$ cat config.mk
export PLATFORM = sky130hd
export DESIGN_NAME = bcd2bin_flat
export DESIGN_NICKNAME = d
export VERILOG_FILES = /design/src/rtl/bcd2bin_pkg.sv /design/src/rtl/bcd2bin_if.sv /design/src/rtl/bcd_nibble_adj.sv /design/src/rtl/bcd2bin.sv /design/src/flat_wrapper.sv
export SDC_FILE = /design/constraint.sdc
export NUM_CORES = 1
export LEC_CHECK = 0
export ABC_AREA = 1
export BUFFER_PORTS_ARGS = -buffer_cell sky130_fd_sc_hd__buf_2
export CORE_MARGIN = 1
export CORE_UTILIZATION = 41
export CTS_CLUSTER_SIZE = 12
export DETAILED_ROUTE_END_ITERATION = 6
export PLACE_DENSITY_LB_ADDON = 0.25
export SLEW_MARGIN = 5
export SYNTH_ARGS = -nofsm -noshare
export SYNTH_HDL_FRONTEND = slang
export SYNTH_HIERARCHICAL = 1
export SYNTH_SLANG_ARGS = --single-unit
$ cat constraint.sdc
create_clock -name sys_clk -period 1.13 [get_ports sys_clk]
set_input_delay 0 -clock sys_clk [delete_from_list [all_inputs] [get_ports sys_clk]]
set_output_delay 0 -clock sys_clk [all_outputs]
set_load 0.01 [all_outputs]
$ cat src/rtl/bcd2bin_pkg.sv
// Shared definitions for the BCD-to-binary converter: state encoding,
// field widths and a digit validity helper.
package bcd2bin_pkg;

  typedef enum logic [1:0] {
    ST_IDLE  = 2'd0,
    ST_SHIFT = 2'd1,
    ST_DONE  = 2'd2
  } state_e;

  localparam int          NIB_W         = 4;
  localparam int          NUM_DIG       = 6;
  localparam int          BCD_W         = 24;
  localparam logic [4:0]  SHIFT_MAX_DEF = 5'd20;

  // True when any packed nibble holds a non-decimal code (A..F).
  function automatic logic has_bad_digit(input logic [BCD_W-1:0] v);
    logic bad;
    bad = 1'b0;
    for (int i = 0; i < NUM_DIG; i++) begin
      if (v[i*NIB_W +: NIB_W] > 4'd9) bad = 1'b1;
    end
    return bad;
  endfunction

endpackage

$ cat src/rtl/bcd2bin_if.sv
// Request/result bundle between a conversion requester (master)
// and the bcd2bin converter (slave).
interface bcd2bin_if #(
  parameter int DATA_W = 20
);
  logic              start;
  logic [3:0]        unit;
  logic [3:0]        ten;
  logic [3:0]        hun;
  logic [3:0]        tho;
  logic [3:0]        ten_tho;
  logic [3:0]        hun_hun;
  logic              sign;
  logic [DATA_W-1:0] data;
  logic              sign_out;
  logic              busy;
  logic              done;
  logic              err;

  modport master (
    output start, unit, ten, hun, tho, ten_tho, hun_hun, sign,
    input  data, sign_out, busy, done, err
  );

  modport slave (
    input  start, unit, ten, hun, tho, ten_tho, hun_hun, sign,
    output data, sign_out, busy, done, err
  );
endinterface

$ cat src/rtl/bcd_nibble_adj.sv
// Per-digit correction for reverse double-dabble: a nibble of 8 or more
// after the right shift is reduced by 3.
module bcd_nibble_adj
  import bcd2bin_pkg::*;
(
  input  logic [NIB_W-1:0] nib_i,
  output logic [NIB_W-1:0] nib_o
);

  assign nib_o = (nib_i >= 4'd8) ? (nib_i - 4'd3) : nib_i;

endmodule

$ cat src/rtl/bcd2bin.sv
// Six-digit BCD to binary converter using serial reverse double-dabble:
// one right shift plus nibble correction per cycle, SHIFT_MAX steps.
module bcd2bin
  import bcd2bin_pkg::*;
#(
  parameter logic [4:0] SHIFT_MAX = SHIFT_MAX_DEF
) (
  input logic      sys_clk,
  input logic      sys_rst_n,
  bcd2bin_if.slave bus
);

  state_e                 state_q, state_d;
  logic [BCD_W-1:0]       bcd_q, bcd_d;
  logic [SHIFT_MAX-1:0]   acc_q, acc_d;
  logic [SHIFT_MAX-1:0]   data_q, data_d;
  logic [4:0]             cnt_q, cnt_d;
  logic                   sign_lat_q, sign_lat_d;
  logic                   bad_q, bad_d;
  logic                   sign_out_q, sign_out_d;
  logic                   busy_q, busy_d;
  logic                   done_q, done_d;
  logic                   err_q, err_d;

  logic [BCD_W-1:0]       digits_in;
  logic [BCD_W-1:0]       bcd_shr;
  logic [BCD_W-1:0]       bcd_adj;

  assign digits_in = {bus.hun_hun, bus.ten_tho, bus.tho, bus.hun, bus.ten, bus.unit};
  assign bcd_shr   = {1'b0, bcd_q[BCD_W-1:1]};

  for (genvar g = 0; g < NUM_DIG; g++) begin : g_adj
    bcd_nibble_adj u_adj (
      .nib_i (bcd_shr[g*NIB_W +: NIB_W]),
      .nib_o (bcd_adj[g*NIB_W +: NIB_W])
    );
  end

  always_comb begin
    state_d    = state_q;
    bcd_d      = bcd_q;
    acc_d      = acc_q;
    data_d     = data_q;
    cnt_d      = cnt_q;
    sign_lat_d = sign_lat_q;
    bad_d      = bad_q;
    sign_out_d = sign_out_q;
    busy_d     = busy_q;
    done_d     = 1'b0;
    err_d      = 1'b0;

    case (state_q)
      ST_IDLE: begin
        if (bus.start) begin
          bcd_d      = digits_in;
          sign_lat_d = bus.sign;
          bad_d      = has_bad_digit(digits_in);
          acc_d      = '0;
          cnt_d      = '0;
          busy_d     = 1'b1;
          state_d    = ST_SHIFT;
        end
      end
      ST_SHIFT: begin
        // Invalid input skips the shift phase entirely; result is forced to 0.
        if (bad_q) begin
          state_d = ST_DONE;
        end else begin
          bcd_d = bcd_adj;
          acc_d = {bcd_q[0], acc_q[SHIFT_MAX-1:1]};
          cnt_d = cnt_q + 5'd1;
          if (cnt_q == SHIFT_MAX - 5'd1) state_d = ST_DONE;
        end
      end
      ST_DONE: begin
        data_d     = bad_q ? '0 : acc_q;
        sign_out_d = sign_lat_q;
        done_d     = 1'b1;
        err_d      = bad_q;
        busy_d     = 1'b0;
        state_d    = ST_IDLE;
      end
      default: state_d = ST_IDLE;
    endcase
  end

  always_ff @(posedge sys_clk or negedge sys_rst_n) begin
    if (!sys_rst_n) begin
      state_q    <= ST_IDLE;
      bcd_q      <= '0;
      acc_q      <= '0;
      data_q     <= '0;
      cnt_q      <= '0;
      sign_lat_q <= 1'b0;
      bad_q      <= 1'b0;
      sign_out_q <= 1'b0;
      busy_q     <= 1'b0;
      done_q     <= 1'b0;
      err_q      <= 1'b0;
    end else begin
      state_q    <= state_d;
      bcd_q      <= bcd_d;
      acc_q      <= acc_d;
      data_q     <= data_d;
      cnt_q      <= cnt_d;
      sign_lat_q <= sign_lat_d;
      bad_q      <= bad_d;
      sign_out_q <= sign_out_d;
      busy_q     <= busy_d;
      done_q     <= done_d;
      err_q      <= err_d;
    end
  end

  assign bus.data     = data_q;
  assign bus.sign_out = sign_out_q;
  assign bus.busy     = busy_q;
  assign bus.done     = done_q;
  assign bus.err      = err_q;

endmodule

$ cat src/flat_wrapper.sv
// flat-port wrapper written by rule: the top's interface ports become plain ports
module bcd2bin_flat import bcd2bin_pkg::*;
#(
  parameter logic [4:0] SHIFT_MAX = SHIFT_MAX_DEF
)
  (sys_clk, sys_rst_n, bus_start, bus_unit, bus_ten, bus_hun, bus_tho, bus_ten_tho, bus_hun_hun, bus_sign, bus_data, bus_sign_out, bus_busy, bus_done, bus_err);
  bcd2bin_if bus_i ();
  input logic sys_clk;
  input logic sys_rst_n;
  input wire logic [$bits(bus_i.start)-1:0] bus_start;
  input wire logic [$bits(bus_i.unit)-1:0] bus_unit;
  input wire logic [$bits(bus_i.ten)-1:0] bus_ten;
  input wire logic [$bits(bus_i.hun)-1:0] bus_hun;
  input wire logic [$bits(bus_i.tho)-1:0] bus_tho;
  input wire logic [$bits(bus_i.ten_tho)-1:0] bus_ten_tho;
  input wire logic [$bits(bus_i.hun_hun)-1:0] bus_hun_hun;
  input wire logic [$bits(bus_i.sign)-1:0] bus_sign;
  output wire logic [$bits(bus_i.data)-1:0] bus_data;
  output wire logic [$bits(bus_i.sign_out)-1:0] bus_sign_out;
  output wire logic [$bits(bus_i.busy)-1:0] bus_busy;
  output wire logic [$bits(bus_i.done)-1:0] bus_done;
  output wire logic [$bits(bus_i.err)-1:0] bus_err;
  assign bus_i.start = bus_start;
  assign bus_i.unit = bus_unit;
  assign bus_i.ten = bus_ten;
  assign bus_i.hun = bus_hun;
  assign bus_i.tho = bus_tho;
  assign bus_i.ten_tho = bus_ten_tho;
  assign bus_i.hun_hun = bus_hun_hun;
  assign bus_i.sign = bus_sign;
  assign bus_data = bus_i.data;
  assign bus_sign_out = bus_i.sign_out;
  assign bus_busy = bus_i.busy;
  assign bus_done = bus_i.done;
  assign bus_err = bus_i.err;
  bcd2bin #(.SHIFT_MAX(SHIFT_MAX)) u_core (.sys_clk(sys_clk), .sys_rst_n(sys_rst_n), .bus(bus_i));
endmodule
Word level (Yosys, flattened, before mapping)
Index checks and enable logic that the tools add are counted.
{ "totals": {"regBits": 77, "inputBits": 28, "out_inout_bits": 24, "wordCells": 73} }
{ "classes": {"add_sub_neg": 7, "n_lt_le_gt_ge": 12, "eq_ne": 6, "mux": 30, "reduce_logical": 7} }
{ "op_table": {"columns": ["cell", "n"], "rows": [
  ["$mux W20", 3],
  ["$mux W24", 2],
  ["$pmux W24 S2", 1],
  ["$pmux W20 S2", 1],
  ["$gt A4 B4 Y1 const B", 6],
  ["$mux W4", 6],
  ["$ge A4 B4 Y1 const B", 5],
  ["$sub A4 B2 Y4 const B", 5],
  ["$mux W5", 2],
  ["$pmux W5 S2", 1],
  ["$mux W1", 9],
  ["$mux W2", 3],
  ["$reduce_and A2 Y1", 3],
  ["$add A5 B1 Y5 const B", 1],
  ["$eq A5 B5 Y1 const B", 1],
  ["$ge A3 B4 Y1 const B", 1],
  ["$ne A2 B2 Y1 const B", 2],
  ["$pmux W2 S2", 1],
  ["$reduce_bool A2 Y1", 2],
  ["$sub A3 B2 Y4 const B", 1],
  ["$ne A3 B1 Y1 const B", 1],
  ["$reduce_and A3 Y1", 1],
  ["$eq A2 B1 Y1 const B", 1],
  ["$eq A2 B2 Y1 const B", 1],
  ["other kinds (2)", 2]
]} }

Longest topological paths before layout
Gate-level depths: netlist of the first run.
{ "depth": {"ltp_word": 7, "ltp_mapped": 10, "mapped_depth_nobuf": 10} }

By module
Netlist of the first run, hierarchy kept.
{ "modules_own_cells": {"columns": ["mod", "instances", "cells_each", "area_each_um2", "seq_area_each_um2"], "rows": [
  ["bcd2bin", 1, 388, 3313.2, 1926.8],
  ["bcd_nibble_adj", 6, 16, 88.8, 0.0]
]} }

Worst setup path before layout of the first run
No wires, ideal clock.
{ "synth_timing": {"kind": "register -> register", "startpoint": "register u_core.state_q[1]", "endpoint": "register u_core.bcd_q[16]", "setup_ps": 117, "t_arrival_ps": 1104, "t_required_ps": 1013, "path_slack_ps": -91, "stages_incl_launch_ff": 11, "n_path_buf": 2, "synth_period_minus_slack_ps": 1221, "cell_sequence": "dfrtp_1 > inv_2 > nand2_2 > inv_2 > nand2_4 > nand2_4 > inv_2 > buf_6 > buf_6 > nand2_1 > nand2_1"} }
{ "synth_via": {"elab_chain_len": 3, "word_cells_on_any_way": 7, "cone_classes": "3 x eq/ne; 1 x mux; 3 x reduce/logical"} }
{ "synth_lines": {"columns": ["element", "line_no", "source"], "rows": [
  ["start, declared", "bcd2bin.sv:13", "state_e state_q, state_d;"],
  ["start signal, assigned", "bcd2bin.sv:101", "state_q <= state_d;"],
  ["$eq A2 B1 Y1 / $logic_not A2 Y1 (equally long branches)", "bcd2bin.sv:52", "case (state_q)"],
  ["$ne A2 B2 Y1 (no source line) / $reduce_bool A2 Y1 (equally long branches)", null, null],
  ["$reduce_and A3 Y1 (no source line)", null, null],
  ["end signal, assigned", "bcd2bin.sv:90", "bcd_q <= '0;"],
  ["end signal, assigned", "bcd2bin.sv:102", "bcd_q <= bcd_d;"],
  ["end, declared", "bcd2bin.sv:14", "logic [BCD_W-1:0] bcd_q, bcd_d;"]
]} }
Parallel ways exist; a longest one is shown, timed or not.
A chain may end at the register's enable or synchronous reset.

Worst setup path after layout of the first run
{ "layout_timing": {"startpoint": "register u_core.state_q[1]", "endpoint": "register u_core.acc_q[9]"} }
{ "layout_via": {"elab_chain_len": 3, "word_cells_on_any_way": 7, "cone_classes": "3 x eq/ne; 1 x mux; 3 x reduce/logical"} }
{ "layout_lines": {"columns": ["element", "line_no", "source"], "rows": [
  ["$eq A2 B1 Y1 / $logic_not A2 Y1 (equally long branches)", "bcd2bin.sv:52", null],
  ["$ne A2 B2 Y1 (no source line) / $reduce_bool A2 Y1 (equally long branches)", null, null],
  ["$reduce_and A3 Y1 (no source line)", null, null],
  ["end signal, assigned", "bcd2bin.sv:91", "acc_q <= '0;"],
  ["end signal, assigned", "bcd2bin.sv:103", "acc_q <= acc_d;"],
  ["end, declared", "bcd2bin.sv:15", "logic [SHIFT_MAX-1:0] acc_q, acc_d;"]
]} }
Parallel ways exist; a longest one is shown, timed or not.

==> results of run 1 <==
==> registers in the layout, indices dropped and copies added (netlist names) <==
name and count:
u_core/acc_q 20, u_core/bus.data 20, u_core/bus.err 1, u_core/state_q 2, u_core/bad_q 1, u_core/cnt_q 5
u_core/bcd_q 24, u_core/sign_lat_q 1, u_core/bus.sign_out 1, u_core/bus.done 1, u_core/bus.busy 1
==> synthesized netlist by cell type <==
library cell  instances
buf_6                 2
a21oi_1               1
nand2_1             203
or2_2                 1
buf_4                 2
ha_1                 13
o31ai_1              20
nand3_1              12
inv_1                58
o22ai_1              20
nand2_2               1
inv_2                 5
clkbuf_1              8
o21ai_0              18
nand3_2               1
buf_2                 8
nand4_1               1
a21boi_1              6
xor2_1                6
dfrtp_1              77
conb_1                1
nand2_4               2
nor2_1               18
==> path summary, 6_finish.rpt <==
| check | startpoint | end | slack [ns] | depth (start not counted) |
|---|---|---|---|---|
| min in group asynchronous | sys_rst_n | u_core/bus.data[8] | 0.05 | 2 |
| max | u_core/state_q[1] | u_core/acc_q[9] | -0.17 | 7 |
| min | bus_hun[3] | u_core/bcd_q[11] | 0.02 | 5 |
| max reg2reg | u_core/state_q[1] | u_core/acc_q[9] | -0.17 | 7 |
| min reg2reg | u_core/bus.data[16] | u_core/bus.data[16] | 0.48 | 2 |
| max in group asynchronous | sys_rst_n | u_core/state_q[0] | 0.61 | 3 |
==> power by group <==
group | leakage, nW | switching, mW | internal [mW]
Combinational | 1.84 | 3.14 | 2.71
Clock | 0.0935 | 1.06 | 1.04
Sequential | 1.02 | 0.638 | 3.40
Total | 2.95 | 4.83 | 7.15
==> area by class of cell <==
type                       instances  area [um2]
timing repair buffer             129        1182
tap                              108       135.1
clock buffer                      10       127.6
timing repair inverter             2       22.52
inverter                          63       272.8
clock inverter                     6       71.32
multi-input combinational        330        1986
sequential                        77        1928
fill                             711        3166
==> layer usage <==
layer  vias to the layer above  routed length [um]
met1                      1708                4378
met2                        95                5265
li1                       1763                   -
met4                         0                  71
met5                         -                   0
met3                         6                 516
==> cells by family (layout without fill, tap and decap cells) <==
family                   count (synthesis)  after routing  synth area share (%)
flip-flops                              77             77                 50.10
AND/OR/NAND/NOR                        239            240                 24.46
XOR/XNOR                                 6              6                 1.366
AO/OA/AOI/OAI                           65             65                 10.80
other                                    1              6               0.09750
buffers and inverters                   83            210                 8.946
adder cells (fa/ha/maj)                 13             13                 4.229
==> critical path, delay by kind of cell, from the launching register on <==
| kind | cells | cell delay [ns] |
|---|---|---|
| flip-flops | 1 | 0.38 |
| buffers and inverters | 4 | 0.51 |
| AND/OR/NAND/NOR | 2 | 0.16 |
| AO/OA/AOI/OAI | 1 | 0.17 |
==> timing repair <==
item                                    CTS  global route
endpoints found under the setup margin   48            74
endpoints found under the hold margin   100             0
setup buffers                             6            12
resized for setup                        28           121
cloned                                    0            13
hold buffers                             24             0
pin swaps                                 7            33
==> results.toml, run 1 <==
[clocking]
cts_tree = "done"
cts_max_path_buffers = 2
clk_pin_slew_ns = 0.09
cts_sinks = 77
numCtsBuffers = 9
htreeDepth = 3
clkLatencyLatePin_ns = 0.35
clockRootBuffer = "clkbuf_8"

[layout]
layout_common_cells = "nand2_1, dfrtp_1, buf_2"
finalNonFillerCells = 725
n_antenna_cell = 0
fin_util_pct = 64.40
syn_to_final_growth_pct = 48.86
fin_area_um2 = 5725
layout_commonest_cell = "nand2_1"
drive_gt1_share_pct = 35.33
finalNetCount = 653

[floorplan]
dieHeight_um = 98.86
die_w_um = 98.86
pin_count = 52
core.rowCount = 34
die_area_um2 = 9772
initial_utilization_pct = 43.26
core_area_um2 = 8891

[route]
vias_per_cell = 4.927
drtIter0Drc = 128
wl_per_cell_um = 14.11
ant_nets = 0
wirelength_um = 10230
num_vias = 3572
drc = 0
dr.pass1.iters = 4

[sta]
rsz0062_at_grt = "true"
hold_viol_final = 0
finalSetupTns_ns = -5.629
drv_slew = 0
fmax_mhz = 766.9
finalCritPeriodShare_pct = 115.4
whs_ns = 0.02441
setup-violations-final = 55
setup_slack_ns = -0.1740
skew_ns = 0.01130
period_needed_ns = 1.304

[critical_path]
required_ns = 1.40
critical_path.endpoint_type = "register"
critPathKind = "reg -> reg"
worst-path-max-fanout = 12
timing.critical_path.cells = "inv_2, nand2_4, inv_8, nand2_8, buf_6, buf_8, o22ai_1"
crit_path_max_incr_delay_ns = 0.38
arrival_ns = 1.58
worstSetupStartpointType = "register"
slowest_stage = "dfrtp_1"

[global_routing]
grt_antenna_before_repair = 0
grt_usage_pct = 18.52
grt_max_degree = 45
grt_overflow = 0
grt_pass1_vias = 3248
grt_pass1_wl_um = 14540
grt_use_met1_pct = 23.71
grt_use_met2_pct = 31.68
met3_usage_pct = 4.752
grt-busiest-layer = "met2"

[synthesis]
ys_seq_area_share_pct = 50.10
synth.area.top_cells = "dfrtp_1, nand2_1, inv_1"
synth_cells = 484
syn-cell-area_um2 = 3846
synth.avg_cell_area_um2 = 7.947
netlist.area_leader.share_pct = 50.10
yosysWarnings = 6
synth_seq_cells = 77
synth_top_cell_by_area = "dfrtp_1"
synth_cell_types = 23

[min_path]
hold_path.class = "in -> reg"

[placement]
hpwl_um = 5255
port_buffers = 51
pre_cts_ws_ns = -0.2571
placedInstanceArea_um2 = 4393
dp.cells = 654
place.gp.congestion = 0.7960

[run_status]
status = "complete, but fails checks"
failed_checks = "setup timing"

[power]
finalPower_mw = 11.99
leakage_nw = 2.951
ir_worst_vdd_mv = 1.094
cellPowerDensity_nw_per_um2 = 2093

[run]
cap_violations = 0
No activity file was read; power rests on OpenSTA's default activity.
==> run 2: changes to the inputs <==
--- a/config.mk
+++ b/config.mk
@@ -7,13 +7,14 @@
 export LEC_CHECK = 0
 export ABC_AREA = 1
 export BUFFER_PORTS_ARGS = -buffer_cell sky130_fd_sc_hd__buf_2
+export CELL_PAD_IN_SITES_DETAIL_PLACEMENT = 0
+export CELL_PAD_IN_SITES_GLOBAL_PLACEMENT = 1
 export CORE_MARGIN = 1
-export CORE_UTILIZATION = 41
+export CORE_UTILIZATION = 38
 export CTS_CLUSTER_SIZE = 12
 export DETAILED_ROUTE_END_ITERATION = 6
 export PLACE_DENSITY_LB_ADDON = 0.25
 export SLEW_MARGIN = 5
 export SYNTH_ARGS = -nofsm -noshare
 export SYNTH_HDL_FRONTEND = slang
-export SYNTH_HIERARCHICAL = 1
 export SYNTH_SLANG_ARGS = --single-unit
==> run 2 against run 1 <==
Combinational power fell by 27%. Sequential share of layout area up 3.1 points. Sequential cell count unchanged. Clock power about the same. The flow still finishes with violations (setup timing). Clock skew is 0.00075 ns lower. Die area rose by 3.3%. Highest routed layer unchanged. Count of clock-buffer cells in the layout unchanged. Non-clock buffer count decreased by 5. Sequential power shrank 5%. Largest power group unchanged. Area after synthesis shrank 4.2%.
==> results.toml, run 2 <==
[synthesis]
synth_seq_cells = 77
syn-num-nets = 490
ys_seq_area_share_pct = 52.27
syn-cell-area_um2 = 3686
synth_top_cells_by_count = "nand2_1, dfrtp_1, o21ai_0"
synth_edf_count = 0
synth.area.top_cells = "dfrtp_1, nand2_1, o21ai_0"
synth_cell_types = 18
synth.avg_cell_area_um2 = 8.173
yosysWarnings = 0
synthArstFlopShare_pct = 100.0
netlist.area_leader.share_pct = 52.27
synth_cells = 451
synth_top_flop_cell = "dfrtp_1"
synth.most_common_cell = "nand2_1"
synth_top_cell_by_area = "dfrtp_1"

[critical_path]
worst-path-max-fanout = 13
crit_buf_inv = 3
path_common_cell = "buf_12"
required_ns = 1.41
crit_path_max_incr_delay_ns = 0.43
crit_family = "flip-flops"
arrival_ns = 1.57
timing.critical_path.cells = "inv_2, nand3_4, buf_12, nand2_8, buf_12, nand3_1, o21ai_1"
slowest_stage = "dfrtp_1"
critPathKind = "reg -> reg"
critical_path.endpoint_type = "register"
worstSetupStartpointType = "register"

[power]
leakage_nw = 2.550
p_comb_share_pct = 41.5
p_sw_mw = 3.900
p_clk_share_pct = 20.7
intPower_mw = 6.302
seqPwrFrac_pct = 37.8
finalPower_mw = 10.20
switching_share_pct = 38.23
ir_worst_vdd_mv = 0.9580
cellPowerDensity_nw_per_um2 = 1949

[placement]
port_buffers = 51
pre_cts_ws_ns = -0.1378
place.gp.congestion = 0.7856
hpwl_um = 5522

[clocking]
clk_pin_slew_ns = 0.08
cts_tree = "done"
clkLatencyLatePin_ns = 0.36
cts_sinks = 77
cts_max_path_buffers = 2
clockRootBuffer = "clkbuf_8"
htreeDepth = 3
numCtsBuffers = 9

[global_routing]
grt_usage_pct = 19.25
grt_pass1_vias = 3185
grt_overflow = 0
grt_antenna_before_repair = 0
grt_pass1_wl_um = 15050
grt_max_degree = 42

[min_path]
hold_path.class = "in -> reg"

[floorplan]
initial_utilization_pct = 39.52
core_area_um2 = 9328
pin_count = 52
die_w_um = 100.5
die_area_um2 = 10100
core.rowCount = 35
dieHeight_um = 100.5

[route]
drtIter0Drc = 117
dr.pass1.iters = 4
drc = 0
wirelength_um = 8728
wl_per_cell_um = 12.45
ant_nets = 0
num_vias = 3288
vias_per_cell = 4.690

[run]
cap_violations = 0

[layout]
regMostFlops = "u_core.bcd_q"
finalNetCount = 606
n_antenna_cell = 0
syn_to_final_growth_pct = 42.02
layout_common_cells = "nand2_1, dfrtp_1, buf_2"
drive_gt1_share_pct = 30.24
largest_register_ffs = 24
layout_commonest_cell = "nand2_1"

[sta]
worstMarginPinSlew_ns = 0.3147
slew_headroom_pct = 79.02
fmax_mhz = 776.5
period_needed_ns = 1.288
hold_viol_final = 0
setup_slack_ns = -0.1578
skew_ns = 0.01055
drv_slew = 0
setup-violations-final = 71
finalCritPeriodShare_pct = 114.0
whs_ns = 0.03113
rsz0062_at_grt = "true"

[run_status]
failed_checks = "setup timing"
status = "complete, but fails checks"
==> run 2: changes by cell type after synthesis, sizes merged, moves of 11 or more <==
| cell | before | now |
|---|---|---|
| o21ai | 18 | 55 |
| nand2 | 206 | 137 |
| inv | 63 | 52 |
| nor2 | 18 | 33 |
| o22ai | 20 | 0 |
| nand3 | 13 | 34 |
==> run 2: path summary, 6_finish.rpt <==
path / slack [ns] / endpoint / startpoint / depth (start not counted)
hold / removal: 0.03 / u_core.bcd_q[14] / bus_tho[2] / 5
min in group asynchronous: 0.14 / u_core.bus.data[7] / sys_rst_n / 3
setup reg to reg: -0.16 / u_core.acc_q[18] / u_core.state_q[1] / 7
setup / recovery: -0.16 / u_core.acc_q[18] / u_core.state_q[1] / 7
hold reg to reg: 0.48 / u_core.sign_lat_q / u_core.sign_lat_q / 2
max in group asynchronous: 0.75 / u_core.bcd_q[17] / sys_rst_n / 3
==> run 2: repair_timing <==
action                                  in CTS  in global routing
endpoints found under the setup margin      70                 74
setup buffers                               11                  2
endpoints found under the hold margin      101                  0
gates resized for setup                     37                 62
hold buffers                                25                  0
pin swaps                                    6                  8
cloned                                       3                  0
==> run 2: kinds of logic (layout without fill, tap and decap cells) <==
family                     Yosys count  count (layout)  share of synthesized area [%]
and+or+nand+nor                    204             205                          22.54
xor gates and xnor gates             5               5                          1.188
AOI/OAI and AO/OA                   82              82                          12.49
adders and majority gates           11              11                          3.734
DFF                                 77              77                          52.27
buffers and inverters               72             192                          7.773
==> run 2: area by class of cell <==
| type | count | area, um2 |
|---|---|---|
| fillers | 870 | 4093 |
| flip-flops and latches | 77 | 1927 |
| multi-input cells | 303 | 1725 |
| repair buffers | 124 | 1016 |
| inverters | 52 | 206.4 |
| well taps | 129 | 161.4 |
| clock buffers | 10 | 127.6 |
| clock inverters | 6 | 71.32 |
==> run 2: per-layer routing <==
layer	track usage, %	vias up	part of all wire (%)
li1	-	1667	-
met1	24.50	1551	47
met2	32.40	62	49
met3	5.201	8	3.3
met4	5.128	0	1.0
met5	0	-	0
==> run 2: power by group through the flow <==
stage | sequential, mW | combinational [mW] | clock (mW)
finish | 3.85 | 4.24 | 2.11
global route | 3.95 | 4.76 | 2.30
CTS | 3.84 | 3.99 | 2.19
detailed placement | 3.89 | 3.22 | 0
global placement | 3.88 | 3.19 | 0
floorplan | 3.82 | 2.06 | 0
==> run 2: stage by stage <==
stage	setup TNS [ns]	cells	util, %	cell area, um2
CTS	-6.007	699	53.83	5021
detailed placement	-6.168	644	46.36	4324
global placement	-2.737	644	46.36	4324
finish	-7.138	701	56.12	5235
floorplan	-2.512	451	-	3711
global route	-11.35	701	56.12	5235
==> run 2: tightest hold or removal path: cells and delay by family <==
| family | cells | cell delay, ns |
|---|---|---|
| simple gates | 4 | 0.26 |
| buf+inv | 1 | 0.09 |
==> run 3: changes to the inputs <==
--- a/config.mk
+++ b/config.mk
@@ -9,6 +9,7 @@
 export BUFFER_PORTS_ARGS = -buffer_cell sky130_fd_sc_hd__buf_2
 export CELL_PAD_IN_SITES_DETAIL_PLACEMENT = 0
 export CELL_PAD_IN_SITES_GLOBAL_PLACEMENT = 1
+export CORE_ASPECT_RATIO = 1.25
 export CORE_MARGIN = 1
 export CORE_UTILIZATION = 38
 export CTS_CLUSTER_SIZE = 12
==> run 3 against run 2 <==
The flow finishes with violations (hold timing, setup timing). Power up 14%. Register-to-register slack worse by 0.05 ns. Design area up 5.9%. Via count up 4.1%. Die area about the same. Fmax down 3.9%. Sequential power about the same. Setup slack worse by 0.053 ns. Clock power up 29%. Critical path depth unchanged. Non-clock buffer count up 3. Critical path type unchanged. Critical endpoint is now u_core.bcd_q[17].
==> results.toml, run 3 (synthesized netlist as in run 2, its figures left out) <==
[run_status]
status = "complete, but fails checks"
failed_checks = "hold timing, setup timing"

[critical_path]
worstSetupStartpointType = "register"
arrival_ns = 1.61
required_ns = 1.40
worst-path-max-fanout = 8
critical_path.endpoint_type = "register"
reg2reg_slack_ns = -0.21
critPathKind = "reg -> reg"

[route]
ant_nets = 0
drc = 0
num_vias = 3423
wirelength_um = 9706
drtIter0Drc = 163
dr.pass1.iters = 4
vias_per_cell = 4.904
wl_per_cell_um = 13.91

[layout]
seqCellArea_um2 = 1927
nFillCells = 823
largest_register_ffs = 24
multi_input_area_um2 = 1859
syn_to_final_growth_pct = 50.44
finalNetCount = 609
layout_commonest_cell = "nand2_1"
finalNonFillerCells = 698
fin_util_pct = 59.81
drive_gt1_share_pct = 36.70
fin_area_um2 = 5545
n_antenna_cell = 0
regMostFlops = "u_core.bcd_q"
layout_common_cells = "nand2_1, dfrtp_1, buf_2"

[floorplan]
pin_count = 52
core_area_um2 = 9271
dieHeight_um = 112.1
die_area_um2 = 10100
die_w_um = 90.09
core.rowCount = 39
initial_utilization_pct = 39.76

[placement]
port_buffers = 51
hpwl_um = 5593
dp.cells = 640
place.gp.congestion = 0.7279
placedInstanceArea_um2 = 4344

[min_path]
hold_path.class = "in -> reg"

[run]
cap_violations = 0

[clocking]
numCtsBuffers = 9
clockRootBuffer = "clkbuf_16"
cts_tree = "done"
htreeDepth = 3
cts_sinks = 77
cts_max_path_buffers = 2
clk_pin_slew_ns = 0.07
clkLatencyLatePin_ns = 0.34

[power]
leakage_nw = 2.711
cellPowerDensity_nw_per_um2 = 2094
ir_worst_vdd_mv = 1.231

[sta]
finalCritPeriodShare_pct = 118.6
skew_ns = 0.009027
setup_slack_ns = -0.2104
setup-violations-final = 73
fmax_mhz = 746.1
rsz0062_at_grt = "true"
whs_ns = -0.006980
slew_headroom_pct = 71.74
drv_slew = 0
hold_viol_final = 1
period_needed_ns = 1.340
worstMarginPinSlew_ns = 0.4238

[global_routing]
grt_pass1_vias = 3277
grt_overflow = 0
grt_usage_pct = 20.00
grt_max_degree = 78
grt_pass1_wl_um = 16030
grt_antenna_before_repair = 0
## run 3: stage by stage
step | setup TNS (ns) | worst slack, ns | power (mW)
after floorplan | -2.512 | -0.06584 | 5.878
after global placement | -4.040 | -0.1167 | 7.204
after detailed placement | -6.311 | -0.1415 | 7.263
after CTS | -5.895 | -0.1501 | 11.18
after global routing | -13.26 | -0.2668 | 12.44
final | -8.947 | -0.2104 | 11.61
## run 3: metal layers
metal,GRT usage (%),share of wire [%]
met5,0,0
met4,10.43,2.0
met3,2.371,2.9
met2,33.49,52
met1,25.47,43
## run 3: worst max-delay path, cell delays in order (launching register included)
cell	delay [ns]
dfrtp_1	0.43
nor2_4	0.20
nand2_4	0.10
nand2_8	0.12
buf_12	0.15
buf_8	0.14
nand2_2	0.06
o21ai_2	0.05
## run 3: final cells by class
| type | instances | share of cell area, % |
|---|---|---|
| repair inverters | 1 | 0.1579 |
| multi-input cells | 302 | 33.53 |
| flip-flops and latches | 77 | 34.75 |
| clock buffers | 11 | 4.377 |
| clock inverters | 5 | 0.6318 |
| repair buffers | 127 | 19.83 |
| inverters | 52 | 3.949 |
| well taps | 123 | 2.775 |
## run 3: timing repair
item	in CTS	in global routing
gates resized for setup	100	58
endpoints found under the setup margin	72	74
hold buffers	17	0
endpoints found under the hold margin	93	0
pin swaps	13	9
buffers inserted	12	6
gates cloned	6	2
## run 3: final timing paths
check / from / to / depth (start not counted)
setup / recovery: u_core.state_q[1] / u_core.bcd_q[17] / 7
hold / removal: bus_hun_hun[0] / u_core.bcd_q[20] / 5
setup reg to reg: u_core.state_q[1] / u_core.bcd_q[17] / 7
hold reg to reg: u_core.bus.busy / u_core.bus.busy / 2
max in group asynchronous: sys_rst_n / u_core.bcd_q[6] / 3
min in group asynchronous: sys_rst_n / u_core.bus.data[15] / 3
## run 3: power breakdown
group          switching, mW  internal (mW)
clock network           1.18           1.55
registers              0.543           3.33
logic                   2.65           2.37
